<file path="config.mk">
export PLATFORM = sky130hd
export DESIGN_NAME = sample_serializer
export DESIGN_NICKNAME = d
export VERILOG_FILES = /design/src/rtl/sample_serializer.sv
export SDC_FILE = /design/constraint.sdc
export NUM_CORES = 1
export LEC_CHECK = 0
export CAP_MARGIN = 20
export CORE_MARGIN = 5
export CORE_UTILIZATION = 50
export DETAILED_ROUTE_END_ITERATION = 8
export GPL_ROUTABILITY_DRIVEN = 0
export PLACE_DENSITY = 0.8
export SYNTH_ARGS = -nofsm -noshare
export SYNTH_HDL_FRONTEND = slang
export SYNTH_SLANG_ARGS = --single-unit
</file>
<file path="constraint.sdc">
create_clock -name clkI -period 2.3 [get_ports clkI]
set_clock_uncertainty 0.2 [all_clocks]
set_input_delay 0.575 -clock clkI [delete_from_list [all_inputs] [get_ports clkI]]
set_output_delay 0.575 -clock clkI [all_outputs]
set_load 0.01 [all_outputs]
</file>
<file path="src/rtl/sample_serializer.sv">
// Parallel-to-serial frame shifter: one DATA_W-bit sample per load edge, framed by csnO.
// Optional sticky overrun detection is built only when SAMPLE_OVERRUN_DET_EN is defined.
module sample_serializer #(
  parameter int DATA_W    = 16,
  parameter bit MSB_FIRST = 1'b1
) (
  input  logic              clkI,
  input  logic              rstnI,
  input  logic              loadI,
  input  logic [DATA_W-1:0] dataI,
  output logic              sdoO,
  output logic              csnO,
  output logic              busyO,
  output logic              doneO,
  output logic              overrunO
);

  localparam int CNT_W = $clog2(DATA_W);

  typedef enum logic [1:0] {IDLE, SHIFT, GAP} state_t;

  state_t            state;
  logic              load_q;
  logic              load_edge;
  logic [CNT_W-1:0]  cnt;
  logic [DATA_W-1:0] shreg;

  // load_q resets high so a strobe already high at reset release is not an edge
  assign load_edge = loadI & ~load_q;

  always_ff @(posedge clkI or negedge rstnI) begin
    if (!rstnI) begin
      state  <= IDLE;
      load_q <= 1'b1;
      cnt    <= '0;
      shreg  <= '0;
      sdoO   <= 1'b0;
      csnO   <= 1'b1;
      busyO  <= 1'b0;
      doneO  <= 1'b0;
    end else begin
      load_q <= loadI;
      doneO  <= 1'b0;
      case (state)
        IDLE: begin
          if (load_edge) begin
            // first bit goes out immediately; shreg keeps only the bits still to send
            sdoO  <= MSB_FIRST ? dataI[DATA_W-1] : dataI[0];
            shreg <= MSB_FIRST ? {dataI[DATA_W-2:0], 1'b0} : {1'b0, dataI[DATA_W-1:1]};
            cnt   <= CNT_W'(DATA_W-1);
            csnO  <= 1'b0;
            busyO <= 1'b1;
            state <= SHIFT;
          end
        end
        SHIFT: begin
          if (cnt == '0) begin
            sdoO  <= 1'b0;
            csnO  <= 1'b1;
            doneO <= 1'b1;
            state <= GAP;
          end else begin
            sdoO  <= MSB_FIRST ? shreg[DATA_W-1] : shreg[0];
            shreg <= MSB_FIRST ? {shreg[DATA_W-2:0], 1'b0} : {1'b0, shreg[DATA_W-1:1]};
            cnt   <= cnt - CNT_W'(1);
          end
        end
        GAP: begin
          busyO <= 1'b0;
          state <= IDLE;
        end
        default: state <= IDLE;
      endcase
    end
  end

`ifdef SAMPLE_OVERRUN_DET_EN
  logic overrun;

  // any edge outside IDLE is dropped, including one landing on the GAP->IDLE cycle
  always_ff @(posedge clkI or negedge rstnI) begin
    if (!rstnI)
      overrun <= 1'b0;
    else if (load_edge && state != IDLE)
      overrun <= 1'b1;
  end

  assign overrunO = overrun;
`else
  assign overrunO = 1'b0;
`endif

endmodule

</file>
==> impl_metrics.json <==
{
  "cts.clk_slew.worst_paths_ns": 0.14,
  "critPathMaxStageDelay_ns": 0.55,
  "dr_drc_count": 0,
  "max_cap_violations": 0,
  "total_power_mw": 1.99,
  "postRouteWirelength_um": 2160,
  "synth_compound_gate_area_share": 0.0642,
  "floorplan.io_pins": 24,
  "endpoint_kind": "output pin",
  "finalHoldViolCount": 0,
  "holdBufCountCts": 0,
  "final_min_period_over_clock_period": 0.942,
  "synth_cell_type_count": 33,
  "congestion_overflow_gr": 0,
  "ff2ff_setup_slack_ns": 0.32,
  "numCtsBuffers": 3,
  "dr.first_iter.drc_count": 8,
  "synth_simple_gate_area_frac": 0.0771,
  "critical_path.cell_chain": "clkdlybuf4s50_1",
  "timing.critical_path.arrival_ns": 1.39,
  "postSynthRegisterBits": 26,
  "mappedNetlistNets": 113,
  "timing.hold.worst.class": "register to register",
  "avgRoutedWirePerCell_um": 14.4,
  "cts-root-buf": "sky130_fd_sc_hd__clkbuf_4",
  "worst_path_max_delay_cell": "sky130_fd_sc_hd__dfstp_2",
  "postPlaceCellArea_um2": 1540,
  "coreArea_um2": 2450,
  "grt_antenna_before_repair": 0,
  "detailedRoute.firstPassIterationCount": 3,
  "postCtsResizedCells": 0,
  "placed_instance_count": 146,
  "yosys.area_share.adder": 0.00988,
  "grt_pass1_vias": 866,
  "worst_hold_path.endpoint": "sdoO$_DFFE_PN0P_",
  "mostFrequentLayoutCells": "sky130_fd_sc_hd__dfrtp_1 (24), sky130_fd_sc_hd__clkdlybuf4s50_1 (22), sky130_fd_sc_hd__mux2_2 (21)",
  "place.detailed.hpwl_um": 1630,
  "final_nets": 141,
  "post_synth_inst_count": 93,
  "skew_pair_late_insertion_delay_ns": 0.32,
  "rsz0062_at_grt": "false",
  "via_per_inst": 5.27,
  "status": "finished clean",
  "clock_sinks": 26,
  "final-max-slew-violation-count": 0,
  "leakage_nw": 0.699,
  "drt.antenna.violating_nets": 0,
  "dieArea_um2": 3640,
  "crit_family": "flip-flops",
  "fin_tns_setup_ns": 0,
  "floorplan.rows": 18,
  "layout-area-overhead-vs-synth_pct": 24.1,
  "track_usage": 0.139,
  "die_height_um": 60.3,
  "post_route_cells_drive_above_1_share": 0.358,
  "achievable-frequency_ghz": 0.462,
  "yosys.area_share.xor_xnor": 0.00692,
  "final_cell_area_um2": 1570,
  "muxShareOfSynthArea": 0.278,
  "setup_viol": 0,
  "cts_tree": "built",
  "dr_total_vias": 790,
  "antenna_cells_inserted": 0,
  "worst_ir_drop_vdd_mv": 0.761,
  "rr_startpoint": "cnt[0]$_DFFE_PN0P_",
  "netlist_area_um2": 1270,
  "die_width_um": 60.3,
  "syn-mean-instance-area_um2": 13.6,
  "cts_setup_buffers": 0,
  "depth_of_the_worst_hold_timing_path": 1,
  "maximum_fanout_encountered_on_the_critical_timing_path": 2,
  "hold_path.startpoint": "shreg[15]$_DFFE_PN0P_",
  "worst-endpoint-required_ns": 1.52,
  "synth.yosys.warnings": 0,
  "initial_utilization": 0.516,
  "cts_max_path_buffers": 2,
  "start_kind": "register",
  "post_route_insts_no_fill": 150,
  "largest_net_degree_at_the_start_of_global_routing": 27,
  "synth_top_family_by_area": "multiplexers",
  "r2r-end": "shreg[10]$_DFFE_PN0P_",
  "h-tree-depth": 1,
  "mostFrequentLayoutCell": "sky130_fd_sc_hd__dfrtp_1",
  "final_period_minus_worst_setup_slack_ns": 2.17,
  "synth_seq_area_share": 0.516,
  "grt_first_pass_wirelength_um": 3730,
  "ff2ff_path_depth": 6,
  "critPathKind": "register to output pin",
  "worstPathBufferInverterCount": 1,
  "port_buffers": 22,
  "power.density_cell_area_nw_per_um2": 1270
}
through the flow:
| step | setup slack [ns] | util | hold WS, ns |
|---|---|---|---|
| floorplan | 0.251 | - | 0.0794 |
| global placement | -0.172 | 0.625 | 0.270 |
| detailed placement | -0.198 | 0.625 | 0.275 |
| CTS | 0.114 | 0.640 | 0.296 |
| global route | 0.0805 | 0.640 | 0.334 |
| finish | 0.134 | 0.640 | 0.287 |
routing by layer:
layer | vias to the layer above | track usage | routed length [µm]
met1 | 390 | 0.161 | 942
met3 | 2 | 0.0324 | 136
met2 | 17 | 0.245 | 1060
li1 | 381 | - | -
met4 | 0 | 0.0570 | 16
met5 | - | 0 | 0
flip-flops by register name, indices dropped and copies added, names as in the netlist:
register / cells
busyO: 1
cnt: 4
csnO: 1
doneO: 1
load_q: 1
sdoO: 1
shreg: 15
state: 2
synth_stat cells:
library cell                 n  share of area
sky130_fd_sc_hd__mux2_2     21           0.19
sky130_fd_sc_hd__mux2i_1     1         0.0079
sky130_fd_sc_hd__or4b_4      1          0.011
sky130_fd_sc_hd__nand2_1     3         0.0089
sky130_fd_sc_hd__o21ai_4     1          0.013
sky130_fd_sc_hd__o21a_1      2          0.012
sky130_fd_sc_hd__buf_4       1         0.0059
sky130_fd_sc_hd__or2b_1      1         0.0059
sky130_fd_sc_hd__dfrtp_1    24           0.47
sky130_fd_sc_hd__ha_1        1         0.0099
sky130_fd_sc_hd__clkbuf_1    2         0.0059
sky130_fd_sc_hd__nor4b_1     1         0.0069
sky130_fd_sc_hd__nand4_1     1         0.0049
sky130_fd_sc_hd__nor2_1      3         0.0089
sky130_fd_sc_hd__nor2b_1     1         0.0049
sky130_fd_sc_hd__and3_1      1         0.0049
sky130_fd_sc_hd__nor3b_1     1         0.0059
sky130_fd_sc_hd__nor3_1      1         0.0039
sky130_fd_sc_hd__o21ai_0     3          0.012
sky130_fd_sc_hd__nand3_1     1         0.0039
sky130_fd_sc_hd__xnor2_1     1         0.0069
sky130_fd_sc_hd__buf_6       1         0.0089
sky130_fd_sc_hd__conb_1      1         0.0030
sky130_fd_sc_hd__a21oi_1     1         0.0039
sky130_fd_sc_hd__or3b_2      1         0.0069
sky130_fd_sc_hd__o2bb2ai_1   1         0.0069
sky130_fd_sc_hd__dfstp_2     2          0.042
sky130_fd_sc_hd__inv_1       3         0.0089
sky130_fd_sc_hd__mux2_4      7          0.083
sky130_fd_sc_hd__buf_12      1          0.016
sky130_fd_sc_hd__a31oi_1     1         0.0049
sky130_fd_sc_hd__a21o_1      1         0.0059
sky130_fd_sc_hd__a211oi_1    1         0.0059
worst max path at each step:
stage / startpoint / to / slack (ns) / cells past startpoint
2_1_floorplan: loadI / shreg[10]$_DFFE_PN0P_ / 0.25 / 5
3_3_place_gp: loadI / shreg[11]$_DFFE_PN0P_ / -0.17 / 5
3_5_place_dp: loadI / shreg[12]$_DFFE_PN0P_ / -0.20 / 5
4_1_cts: csnO$_DFFE_PN1P_ / csnO / 0.11 / 1
5_1_grt: csnO$_DFFE_PN1P_ / csnO / 0.08 / 1
6_report: csnO$_DFFE_PN1P_ / csnO / 0.13 / 1
report_power, final:
group / internal [mW] / switching [mW]
logic: 0.632 / 0.343
registers: 0.664 / 0.122
clock network: 0.0968 / 0.134
total: 1.39 / 0.599
final cells by class:
class | instances | area (µm²)
clock buffer | 4 | 36.3
fill | 203 | 883
inverter | 3 | 11.3
multi-input combinational | 59 | 556
sequential | 26 | 653
tap | 30 | 37.5
timing repair buffer | 28 | 278
kinds of logic after synthesis:
kind of cell    Yosys count
compound gates           11
fa+ha+maj                 1
flops                    26
buf+inv                   8
mux                      29
other cells               1
xor+xnor                  1
simple gates             16
Power figures use the tool's default switching activity.
